### src/rtl/branch_predictor.sv
// branch_predictor: direct-mapped branch target buffer with a 2-bit saturating
// direction counter per entry. Lookup is combinational (IF stage); training and
// mispredict detection come from the EX stage.
// Optional build macro: BP_PERF_CNT_EN adds perf_branches / perf_mispredicts.
module branch_predictor #(
   parameter int unsigned IDX_W = 6
) (
   input  logic        clk,
   input  logic        rst,
   input  logic [31:0] if_pc,
   output logic        pred_taken,
   output logic [31:0] pred_target,
   input  logic        upd_valid,
   input  logic [31:0] upd_pc,
   input  logic        upd_taken,
   input  logic [31:0] upd_target,
   input  logic        upd_pred_taken,
   input  logic [31:0] upd_pred_target,
   output logic        mispredict
`ifdef BP_PERF_CNT_EN
   ,
   output logic [31:0] perf_branches,
   output logic [31:0] perf_mispredicts
`endif
);

   localparam int unsigned TAG_W = 32 - IDX_W - 2;
   localparam int unsigned DEPTH = 1 << IDX_W;

   logic [DEPTH-1:0] valid_q;
   logic [TAG_W-1:0] tag_q    [DEPTH];
   logic [31:0]      target_q [DEPTH];
   logic [1:0]       ctr_q    [DEPTH];

   logic [IDX_W-1:0] if_idx, upd_idx;
   logic [TAG_W-1:0] if_tag, upd_tag;
   logic             if_hit, upd_hit;

   assign if_idx  = if_pc[IDX_W+1:2];
   assign if_tag  = if_pc[31:IDX_W+2];
   assign upd_idx = upd_pc[IDX_W+1:2];
   assign upd_tag = upd_pc[31:IDX_W+2];

   // Combinational lookup for the fetch PC and for the resolving branch PC.
   always_comb begin
      if_hit      = valid_q[if_idx] && (tag_q[if_idx] == if_tag);
      upd_hit     = valid_q[upd_idx] && (tag_q[upd_idx] == upd_tag);
      pred_taken  = !rst && if_hit && ctr_q[if_idx][1];
      pred_target = if_hit ? target_q[if_idx] : '0;
      mispredict  = !rst && upd_valid &&
                    ((upd_pred_taken != upd_taken) ||
                     (upd_taken && (upd_pred_target != upd_target)));
   end

   // Table training; reset only clears valid bits, the payload is don't-care.
   always_ff @(posedge clk or posedge rst) begin
      if (rst) begin
         valid_q <= '0;
      end else if (upd_valid) begin
         if (upd_hit) begin
            if (upd_taken) begin
               if (ctr_q[upd_idx] != 2'b11) ctr_q[upd_idx] <= ctr_q[upd_idx] + 2'd1;
               target_q[upd_idx] <= upd_target;
            end else begin
               if (ctr_q[upd_idx] != 2'b00) ctr_q[upd_idx] <= ctr_q[upd_idx] - 2'd1;
            end
         end else if (upd_taken) begin
            valid_q[upd_idx]  <= 1'b1;
            tag_q[upd_idx]    <= upd_tag;
            target_q[upd_idx] <= upd_target;
            ctr_q[upd_idx]    <= 2'b10;
         end
      end
   end

`ifdef BP_PERF_CNT_EN
   // Free-running event counters, wrapping naturally at 32 bits.
   always_ff @(posedge clk or posedge rst) begin
      if (rst) begin
         perf_branches    <= '0;
         perf_mispredicts <= '0;
      end else begin
         if (upd_valid)  perf_branches    <= perf_branches + 32'd1;
         if (mispredict) perf_mispredicts <= perf_mispredicts + 32'd1;
      end
   end
`endif

endmodule

### config.mk
export PLATFORM = sky130hd
export DESIGN_NAME = branch_predictor
export DESIGN_NICKNAME = d
export VERILOG_FILES = /design/src/rtl/branch_predictor.sv
export SDC_FILE = /design/constraint.sdc
export NUM_CORES = 2
export LEC_CHECK = 0
export CAP_MARGIN = 20
export CORE_MARGIN = 4
export CORE_UTILIZATION = 35
export CTS_BUF_LIST = sky130_fd_sc_hd__clkbuf_4 sky130_fd_sc_hd__clkbuf_8
export DETAILED_ROUTE_END_ITERATION = 6
export SLEW_MARGIN = 20
export SYNTH_ARGS = -nofsm -noshare
export SYNTH_HDL_FRONTEND = slang
export SYNTH_SLANG_ARGS = --single-unit
### constraint.sdc
create_clock -name clk -period 6.75 [get_ports clk]
set_clock_uncertainty 0.05 [all_clocks]
set_input_delay 1.0125 -clock clk [delete_from_list [all_inputs] [get_ports clk]]
set_output_delay 1.0125 -clock clk [all_outputs]
set_load 0.05 [all_outputs]
==> results.cfg <==
[setup_path]
crit_arrival_ns = 5.56
critPathKind = in -> out
cp_max_fo = 34
endpoint = pred_target[15]
end_kind = primary output
rr_worst_depth = 13
r2r-start = tag_q[44][1]
worst-r2r-setup-slack_ns = 1.72
r2r_end = ctr_q[50][0]
setup.worst_path.start_class = input pin
crit_start = if_pc[2]
cp.required_ns = 5.69

[route]
ant_nets = 0
wl_per_cell_um = 37.0
drt_pass1_iterations = 6
drc_errors = 0
vias_per_cell = 6.11
wl_um = 544000
drtIter0Drc = 13745
vias = 89930

[power]
power_leakage_uw = 0.0589
p_per_area_nw_per_um2 = 264
vdd_drop_max_mv = 0.209

[sta]
max_slew_margin = 0.179
report.final.setup_viol = 0
min_period_over_period = 0.982
fin_setup_tns_ns = 0
worst_slack_ns = 0.124
final_hold_viol_count = 0
worst_pin_slew_ns = 1.23
rsz0062_at_grt = true
final_max_slew_viol_count = 0
min_period_ns = 6.63
max_freq_mhz = 151

[grt]
grt_max_degree = 127
antenna_found_initial = 33
track_usage = 0.226
grt_pass1_vias = 89705
grt_pass1_wl_um = 741000
grt_overflow = 0

[clock_tree]
cts_tree = built
cts_max_path_buffers = 4
cts_hold_buf = 0
cts_made_buffers = 621
cts.clk_slew.worst_paths_ns = 0.06
root_buffer = clkbuf_8
cts.sinks = 3776
cts_max_level = 6
clock_latency_ns = 1.24

[placement]
finalWeightedCongestion = 0.905
dpl_cell_area_um2 = 176000
portBuffers = 162
dp_hpwl_um = 340000
place_ws_ns = -0.109
dp_cells = 13585

[logic_synthesis]
ys_seq_area_frac = 0.707
netlist_instances = 7320
syn_nets = 7453
syn-cell-area_um2 = 160000
ys.flop_type = edfxtp_1
synth-seq-cells = 3776
synth_area_per_cell_um2 = 21.8
synth_edf_count = 3712
synth.distinct_cells = 79
yosysWarnings = 0
async_flop_share = 0.0169

[final_layout]
finalCoreUtilization = 0.415
finalNonFillerCells = 14709
nets = 8366
layout-drive-gt1-share = 0.402
design_area_um2 = 188000
final_common_cell = edfxtp_1
area_delta_synth_final_pct = 17.7
final_cell_mix = 3712 x edfxtp_1, 1474 x mux4_2, 629 x clkbuf_8

[floorplanning]
fp.dieH_um = 684
io_pins = 167
rows = 247
core-area_um2 = 454000
die-area_um2 = 468000
die_w_um = 684
initial_core_util = 0.352

[run_status]
status = complete, no violations

[worst_hold_path]
hold_path.startpoint = upd_target[19]
hp-class = in -> reg

[run]
maxCapViolCount = 0
==> Yosys cell counts, types with 11 or more instances <==
library cell	instances	area [um^2]
dfrtp_1	64	1600
nand3_1	54	270
mux4_2	1474	33200
nor4bb_1	12	120
a211oi_1	22	165
mux2_2	33	372
nor2_1	160	601
nand2b_1	11	68.8
nand3b_1	18	135
buf_6	31	349
nor4_2	32	400
buf_1	77	289
a22oi_1	112	841
and3_1	11	68.8
nor3_1	14	70.1
a31oi_1	21	131
xor2_1	41	359
nor4_1	54	338
buf_2	155	776
mux2i_1	217	2170
and2_1	13	81.3
o22ai_1	50	313
nand4_1	26	163
nor2b_1	52	325
clkbuf_1	245	920
a31o_2	67	587
nand2_1	178	668
a221oi_1	29	254
a22o_1	23	201
edfxtp_1	3712	111000
o21ai_0	40	200
xnor2_1	31	272
a21oi_1	48	240
buf_4	25	188
==> sequential cells by signal, summed over array words and instances (netlist names) <==
name and flops:
tag_q 1536, ctr_q 128, valid_q 64, target_q 2048
==> worst min-delay path by stage <==
| stage | end | slack [ns] | cells after the start |
|---|---|---|---|
| finish | target_q[0][19] | 0.18 | 1 |
| global route | target_q[2][19] | 0.09 | 1 |
| CTS | target_q[1][19] | 0.07 | 1 |
| detailed placement | valid_q[51] | 0.43 | 1 |
| global placement | valid_q[26] | 0.41 | 1 |
| floorplan | valid_q[14] | 0.40 | 1 |
==> repair_timing <==
action,4_1_cts,5_1_grt
setup endpoints to repair,33,3
endpoints found under the hold margin,0,0
pin swaps,0,0
resized for setup,3,1
buffers inserted,0,0
==> final cells by class <==
type                       count  area (um^2)
timing repair buffer         826        10000
tap                         5976         7480
clock inverter               286         2080
sequential                  3776       113000
multi-input combinational   3002        45400
antenna                       18         45.0
inverter                       6         23.8
clock buffer                 819        10100
fill                       39323       266000
==> metal layers <==
metal | part of all wire | vias up | track usage
li1 | - | 33776 | -
met1 | 0.37 | 48430 | 0.302
met2 | 0.46 | 6409 | 0.346
met3 | 0.11 | 1309 | 0.0601
met4 | 0.053 | 6 | 0.106
met5 | 0.000063 | - | 0
==> critical path: stages <==
cell      delay [ns]
buf_16          0.23
buf_12          0.23
buf_12          0.33
mux4_2          0.56
mux4_2          0.53
mux2_2          0.28
a21oi_1         0.30
xnor2_1         0.17
nor4_4          0.23
buf_4           0.15
nand4_1         0.17
or4_4           0.50
buf_12          0.19
a211oi_1        0.23
buf_4           0.16
buf_12          0.13
==> cells by family (layout without fill, tap and decap cells) <==
logic type | count (synthesis) | after routing | share of synthesized area
and+or+nand+nor | 715 | 715 | 0.0252
buffers and inverters | 542 | 1937 | 0.0162
DFF | 3776 | 3776 | 0.707
other | 0 | 18 | 0
xor gates and xnor gates | 72 | 72 | 0.00394
AOI/OAI and AO/OA | 481 | 481 | 0.0222
muxes | 1734 | 1734 | 0.225
==> power by group <==
part	leakage [uW]	internal [uW]	switching (uW)	total, uW
Clock	0.00640	10500	9530	20100
Combinational	0.0183	1480	2140	3620
Sequential	0.0342	25900	56.0	26000
==> per-stage QoR <==
step | power (uW) | hold WS, ns
final | 49600 | 0.181
after detailed placement | 30000 | 0.429
after CTS | 49900 | 0.0680
after global routing | 51200 | 0.0936
after global placement | 29900 | 0.412
after floorplan | 28400 | 0.403
No activity file was read; power rests on OpenSTA's default activity.
